<file path="src/rtl/bulk_in_scheduler.sv">
// Bulk IN endpoint scheduler: answers IN tokens for EP1..EP(NUM_EP) with DATA0/1, NAK or STALL,
// shares the packet encoder between endpoint sources and commits or rewinds each packet.
module bulk_in_scheduler #(
  parameter int NUM_EP  = 2,
  parameter int TIMEOUT = 128
) (
  input  logic                  clock,
  input  logic                  reset,
  input  logic [6:0]            usb_addr_i,
  input  logic                  configured_i,
  input  logic                  clr_toggle_i,
  input  logic [NUM_EP-1:0]     halt_i,
  input  logic                  tok_recv_i,
  input  logic [1:0]            tok_type_i,
  input  logic [6:0]            tok_addr_i,
  input  logic [3:0]            tok_endp_i,
  input  logic                  hsk_recv_i,
  input  logic [1:0]            hsk_type_i,
  output logic                  hsk_send_o,
  output logic [1:0]            hsk_type_o,
  input  logic                  hsk_sent_i,
  output logic                  usb_send_o,
  output logic [1:0]            usb_type_o,
  input  logic                  usb_busy_i,
  input  logic                  usb_sent_i,
  output logic                  usb_tvalid_o,
  input  logic                  usb_tready_i,
  output logic                  usb_tlast_o,
  output logic [7:0]            usb_tdata_o,
  input  logic [NUM_EP-1:0]     ep_rdy_i,
  input  logic [NUM_EP-1:0]     ep_tvalid_i,
  output logic [NUM_EP-1:0]     ep_tready_o,
  input  logic [NUM_EP-1:0]     ep_tlast_i,
  input  logic [8*NUM_EP-1:0]   ep_tdata_i,
  output logic [NUM_EP-1:0]     ep_commit_o,
  output logic [NUM_EP-1:0]     ep_abort_o,
  output logic                  busy_o,
  output logic [2:0]            dbg_state_o
);

  localparam int CW = $clog2(TIMEOUT + 1);

  typedef enum logic [2:0] {
    IDLE = 3'd0,
    HSK  = 3'd1,
    SEND = 3'd2,
    DATA = 3'd3,
    WAIT = 3'd4
  } state_t;

  state_t            state_q, state_d;
  logic [3:0]        sel_q, sel_d;
  logic [1:0]        hsk_type_q, hsk_type_d;
  logic [CW-1:0]     cnt_q, cnt_d;
  logic [NUM_EP-1:0] toggle_q, toggle_d;
  logic [NUM_EP-1:0] sel_oh;
  logic              tok_in;

  assign tok_in = tok_recv_i && (tok_type_i == 2'b10) && configured_i &&
                  (tok_addr_i == usb_addr_i) && (tok_endp_i != 4'd0) &&
                  (tok_endp_i <= 4'(NUM_EP));

  assign busy_o      = (state_q != IDLE);
  assign dbg_state_o = state_q;

  always_comb begin
    sel_oh = '0;
    for (int i = 0; i < NUM_EP; i++) sel_oh[i] = (sel_q == 4'(i));
  end

  always_ff @(posedge clock or negedge reset) begin
    if (!reset) begin
      state_q    <= IDLE;
      sel_q      <= '0;
      hsk_type_q <= '0;
      cnt_q      <= '0;
      toggle_q   <= '0;
    end else begin
      state_q    <= state_d;
      sel_q      <= sel_d;
      hsk_type_q <= hsk_type_d;
      cnt_q      <= cnt_d;
      toggle_q   <= toggle_d;
    end
  end

  // Payload follows AXI-S: a byte moves on a cycle where tvalid and tready are both high;
  // in DATA the selected source sees the encoder's tready and the encoder sees that source's
  // tvalid/tlast/tdata unchanged, every other source is held off with tready low.
  always_comb begin
    state_d      = state_q;
    sel_d        = sel_q;
    hsk_type_d   = hsk_type_q;
    cnt_d        = cnt_q;
    toggle_d     = toggle_q;
    hsk_send_o   = 1'b0;
    hsk_type_o   = 2'b00;
    usb_send_o   = 1'b0;
    usb_type_o   = 2'b00;
    usb_tvalid_o = 1'b0;
    usb_tlast_o  = 1'b0;
    usb_tdata_o  = 8'h00;
    ep_tready_o  = '0;
    ep_commit_o  = '0;
    ep_abort_o   = '0;

    case (state_q)
      IDLE: begin
        if (tok_in) begin
          sel_d = tok_endp_i - 4'd1;
          for (int i = 0; i < NUM_EP; i++) begin
            if (tok_endp_i == 4'(i + 1)) begin
              if (halt_i[i]) begin
                state_d    = HSK;
                hsk_type_d = 2'b11;
              end else if (ep_rdy_i[i]) begin
                state_d = SEND;
              end else begin
                state_d    = HSK;
                hsk_type_d = 2'b10;
              end
            end
          end
        end
      end
      HSK: begin
        hsk_send_o = 1'b1;
        hsk_type_o = hsk_type_q;
        if (hsk_sent_i) state_d = IDLE;
      end
      SEND: begin
        usb_send_o = 1'b1;
        usb_type_o = (|(toggle_q & sel_oh)) ? 2'b10 : 2'b00;
        if (usb_busy_i) state_d = DATA;
      end
      DATA: begin
        usb_tvalid_o = |(ep_tvalid_i & sel_oh);
        usb_tlast_o  = |(ep_tlast_i & sel_oh);
        for (int i = 0; i < NUM_EP; i++) begin
          if (sel_oh[i]) usb_tdata_o = ep_tdata_i[8*i +: 8];
        end
        ep_tready_o = sel_oh & {NUM_EP{usb_tready_i}};
        if (usb_sent_i) begin
          state_d = WAIT;
          cnt_d   = '0;
        end
      end
      WAIT: begin
        cnt_d = cnt_q + CW'(1);
        // A handshake on the last timeout cycle still counts as an answer.
        if (hsk_recv_i) begin
          state_d = IDLE;
          if (hsk_type_i == 2'b00) begin
            ep_commit_o = sel_oh;
            toggle_d    = toggle_q ^ sel_oh;
          end else begin
            ep_abort_o = sel_oh;
          end
        end else if (cnt_q == CW'(TIMEOUT - 1)) begin
          ep_abort_o = sel_oh;
          state_d    = IDLE;
        end
      end
      default: state_d = IDLE;
    endcase

    if (clr_toggle_i) toggle_d = '0;
  end

endmodule

</file>
<file path="config.mk">
export PLATFORM = sky130hd
export DESIGN_NAME = bulk_in_scheduler
export DESIGN_NICKNAME = d
export VERILOG_FILES = /design/src/rtl/bulk_in_scheduler.sv
export SDC_FILE = /design/constraint.sdc
export NUM_CORES = 1
export LEC_CHECK = 0
export BUFFER_PORTS_ARGS = -buffer_cell sky130_fd_sc_hd__buf_4
export CORE_MARGIN = 5
export CORE_UTILIZATION = 39
export CTS_CLUSTER_SIZE = 14
export DETAILED_ROUTE_END_ITERATION = 16
export GPL_ROUTABILITY_DRIVEN = 0
export PLACE_DENSITY = 0.76
export SLEW_MARGIN = 25
export SYNTH_ARGS = -nofsm -noshare
export SYNTH_HDL_FRONTEND = slang
export SYNTH_SLANG_ARGS = --single-unit
</file>
<file path="constraint.sdc">
create_clock -name clock -period 1.7 [get_ports clock]
set_input_delay 0.085 -clock clock [delete_from_list [all_inputs] [get_ports clock]]
set_output_delay 0.085 -clock clock [all_outputs]
set_load 0.005 [all_outputs]
</file>
**Word-level counts from Yosys, hierarchy flattened**

Cells that the tools add are included.

- Output and inout bits: 26
- Register bits after elaboration: 19

- Reductions and logical operators: 21
- Eq/ne operators: 16
- Mux-type cells: 43
- Add/sub/neg operators: 2
- Order comparisons: 1
- Bitwise logic cells: 5

Operator list:

| kind | count |
|---|---|
| $mux W2 | 25 |
| $mux W8 | 4 |
| $mux W3 | 8 |
| $pmux W8 S2 | 1 |
| $pmux W3 S5 | 1 |
| $add A8 B1 Y8 const B | 1 |
| $and A2 B2 Y2 | 4 |
| $eq A4 B1 Y1 const B | 2 |
| $eq A8 B7 Y1 const B | 1 |
| $ne A2 B2 Y1 const B | 4 |
| $reduce_bool A2 Y1 | 4 |
| $eq A7 B7 Y1 | 1 |
| $eq A3 B2 Y1 const B | 2 |
| $ne A3 B3 Y1 const B | 2 |
| $reduce_and A6 Y1 | 1 |
| $reduce_or A2 Y1 | 3 |
| $logic_and A1 B1 Y1 | 5 |
| $eq A4 B2 Y1 const B | 1 |
| $le A4 B2 Y1 const B | 1 |
| $logic_not A4 Y1 | 1 |
| $mux W1 | 4 |
| $reduce_and A2 Y1 | 2 |
| $reduce_bool A4 Y1 | 1 |
| $sub A4 B1 Y4 const B | 1 |
| other kinds (8) | 8 |

**Depth between registers and ports, before layout**

- Depth in word-level cells: 8
- Gate-level depth with buffers: 7

**Worst setup path before layout**

No wires, ideal clock.

- Path kind: register to register
- Start point: reg state_q[0] (netlist: dbg_state_o[0])
- End point: reg sel_q[0]
- Setup time: 125 ps
- Arrival: 1665 ps
- Slack: -90 ps
- Buffers on the path: 1
- Stages on the path, launching flop included: 6
- Data required time: 1575 ps
- Clock period less this slack: 1790 ps
- Cell sequence: dfrtp_1 buf_6 nor4b_2 o211ai_1 nor4_4 mux2_4

- Cells in the longest elaborated chain, start to end: 2

RTL lines:

| item | line | text |
|---|---|---|
| start, declared | 51 | `state_t state_q, state_d;` |
| start signal, assigned | 79 | `state_q <= state_d;` |
| $logic_not A3 Y1 | 107 | `case (state_q)` |
| $reduce_and A2 Y1 (no line) | -- |  |
| end signal, assigned | 80 | `sel_q <= sel_d;` |
| end, declared | 52 | `logic [3:0] sel_q, sel_d;` |

Every way passes these cells.
A chain may end at the register's enable or synchronous reset.

**Worst setup path in the final report**

- Start point: reg sel_q[1]
- End point: out usb_tdata_o[0]

- Cells in the longest elaborated chain, start to end: 4
- Elaborated cells between the ends (all ways): 5
- Those cells by class: eq/ne: 1; mux: 3; reduce/logical: 1

RTL lines:

| item | line | text |
|---|---|---|
| $logic_not A4 Y1 | 68 | `for (int i = 0; i < NUM_EP; i++) sel_oh[i] = (sel_q == 4'(i));` |
| $mux W8 | 140 | `if (sel_oh[i]) usb_tdata_o = ep_tdata_i[8*i +: 8];` |
| $mux W8 * | 140 |  |
| $mux W8 * | 107 |  |
| end, declared | 29 | `output logic [7:0] usb_tdata_o,` |

Every way passes the cells marked *; elsewhere a longest branch is shown, timed or not.

==> out/qor.txt <==
Syn_nets - 228
# DRC - 0
Overall via count from detail_route - 1624
Initial antenna violation count - 0
GRT Max-Usage Layer - met2
GR Overflow Total - 0
VDD IR max - 0.377 mV
Power density over the cells - 409 mW/mm^2
Startpoint Class - flip-flop
Leakage - 0.00113 uW
Final worst path period share - 1.06
CTS Sinks - 19
Cell count after placement - 301
Async set or reset register ratio after synthesis - 1.00
Final WS setup - -0.100 ns
Met2 Resource Use GR - 0.333
Skew-Pair Late Insertion Delay - 0.30 ns
Starting DRT DRC Count - 50
Die height - 70.0 um
Antenna-violating nets left - 0
Fmax - 0.556 GHz
Synth Flop Type - dfrtp_1
Fin nets - 332
HP Class - primary input to flip-flop
Sequential share of the synthesized area - 0.338
Worst-path maximum fanout - 6
Post-synth EDFFs - 0
Final Hold Viols - 0
Met1 Usage GRT - 0.217
Initial Utilization - 0.411
Status - finished, violations left
Final Setup Violations - 13
CP Capture Type - output pin
Place WS - 0.0948 ns
IO buf count - 80
Post-layout min period - 1.80 ns
Layout cells sized above 1 - 0.498
Die width - 70.0 um
Synth Register Bits - 19
Synth warn - 0
Violated checks - negative setup slack
Ant. Diodes - 0
CTS clk-pin slew, worst paths - 0.10 ns
CTS Buffer Depth - 2
Slew Viols, Final - 0
All-Layer GR Usage - 0.178
CP required - 1.62 ns
Largest net degree at the start of global routing - 20
Synth Area per Inst - 8.46 um^2
Crit path launch - sel_q[1]$_DFFE_PN0P_
RSZ-0062 raised after global routing - true
Cells after Synth - 166
Unique cell type count in the Yosys netlist - 38
Post-Route Skew - 0.00493 ns
Post-synth top area cell - dfrtp_1
I/O pin count - 82
H-tree levels - 1
Met3 usage - 0.0445
Die outline area - 0.00490 mm^2
Fillers - 280
FF-to-FF Start - dbg_state_o[2]$_DFFE_PN0P_
Max-cap viol count - 0
Hold Startpoint - hsk_recv_i
Vias per inst - 5.16
Post-DR wirelength/cell - 14.9 um
Synth Cell Area - 0.00141 mm^2
Clk root buf - clkbuf_4
Clock tree from TritonCTS - built
Initial DRT Pass Iterations - 4
Hpwl dp - 3610 um
Top-area cell type share of the netlist area - 0.338
DRT Wirelength - 4690 um
Fin cells - 315
First-pass GRT wire length - 7290 um
Rows - 21
Number of global-route vias before repair - 1527
CP Data Arrival Time - 1.72 ns
Num CTS Buffers - 3
Area Overhead vs Synth - 70.4%
Core area - 0.00342 mm^2
Synth area leaders - dfrtp_1 34%, nor2_1 5.6%, xnor2_1 5.6%
Critical path type - flip-flop to output pin
-- flip-flops by register name (all words and copies together), names as in the netlist --
register and cells:
cnt_q 8, dbg_state_o 3, hsk_type_q 2, sel_q 4
toggle_q 2
-- worst max-delay path, stage by stage (launching register included) --
cell and delay [ns]:
dfrtp_1 0.41, nor3_2 0.24, nand2b_1 0.14, inv_2 0.15, buf_6 0.15, a22oi_2 0.08, nor2_1 0.12, buf_4 0.12
-- cells in the final DEF (no fill, tap or decap), types with 2 or more instances in the layout --
cell,n
buf_4,97
nor2_1,19
dfrtp_1,19
o21ai_0,12
nand2_1,12
xnor2_1,9
inv_1,7
a22oi_2,6
mux2i_1,5
a21oi_1,5
nand2b_1,4
a22oi_1,4
and2_1,4
nor3_1,4
buf_6,4
nand4_1,3
a22o_1,3
ha_1,3
clkbuf_4,3
nand2_2,2
nor2b_2,2
and3_4,2
nor2_2,2
or3_1,2
and3_1,2
nand3_1,2
o31ai_1,2
ha_4,2
dlygate4sd3_1,2
-- per-layer routing --
layer / routed length (um) / part of all wire
met1: 1860 / 0.40
met2: 2600 / 0.55
met3: 215 / 0.046
met5: 0 / 0
met4: 14 / 0.0030
-- what timing repair did --
item | CTS | global route
setup buffers | 3 | 4
pin swaps | 1 | 20
cloned | 0 | 1
endpoints found under the setup margin | 16 | 21
gates resized for setup | 12 | 24
hold endpoints to repair | 21 | 0
hold buffers | 2 | 0
-- area by class of cell --
cell class	instances	area [um^2]	area share
multi-input combinational	133	986	0.412
timing repair buffer	104	813	0.340
sequential	19	475	0.199
tap	46	57.6	0.0240
inverter	9	36.3	0.0152
clock buffer	4	26.3	0.0110
-- cell usage after synthesis, types with 2 or more instances --
master / count
xnor2_1: 9
o41ai_1: 2
clkbuf_1: 3
nand2_1: 14
dfrtp_1: 19
nand3_1: 4
a21oi_1: 5
and3_1: 4
a22oi_1: 10
inv_1: 9
nand4_1: 3
nor3b_1: 2
nand2b_1: 4
mux2i_1: 5
o31ai_1: 2
ha_1: 6
a22o_1: 3
or3_1: 2
nor2_1: 21
and2_1: 5
nor3_1: 5
o21ai_0: 12
nor2b_1: 2
-- metrics by stage --
stage | util | total power, uW | setup TNS, ns | instance area, um^2 | hold WS (ns)
detailed placement | 0.626 | 731 | 0 | 2140 | -0.0266
floorplan | - | 584 | 0 | 1410 | -0.211
finish | 0.701 | 980 | -0.850 | 2390 | 0.0587
global placement | 0.626 | 724 | 0 | 2140 | -0.0307
CTS | 0.663 | 981 | -0.212 | 2260 | 0.0399
global route | 0.701 | 1050 | -2.58 | 2390 | 0.0426
-- worst paths after layout --
| kind | end | slack [ns] | cells after the start |
|---|---|---|---|
| min in group asynchronous | cnt_q[2]$_DFFE_PN0P_ | 0.18 | 2 |
| max in group asynchronous | sel_q[3]$_DFFE_PN0P_ | 1.31 | 2 |
| min | dbg_state_o[2]$_DFFE_PN0P_ | 0.06 | 2 |
| max | usb_tdata_o[0] | -0.10 | 7 |
| min reg2reg | hsk_type_q[1]$_DFFE_PN0P_ | 0.50 | 1 |
| max reg2reg | sel_q[2]$_DFFE_PN0P_ | 0.13 | 5 |
-- kinds of logic (layout without fill, tap and decap cells) --
group | after synthesis | count (layout) | synth area share
compound gates | 40 | 40 | 0.190
xor+xnor | 9 | 9 | 0.0561
fa+ha+maj | 6 | 6 | 0.0534
buf+inv | 14 | 117 | 0.0454
flops | 19 | 19 | 0.338
mux | 6 | 6 | 0.0463
other cells | 1 | 1 | 0.00267
simple gates | 71 | 71 | 0.268
-- power breakdown --
part	total (uW)	internal [uW]	leakage [uW]	switching [uW]
sequential	499	474	0.000240	24.6
combinational	250	152	0.000874	98.7
clock	231	91.4	0.0000150	140
No activity file was read; power rests on OpenSTA's default activity.
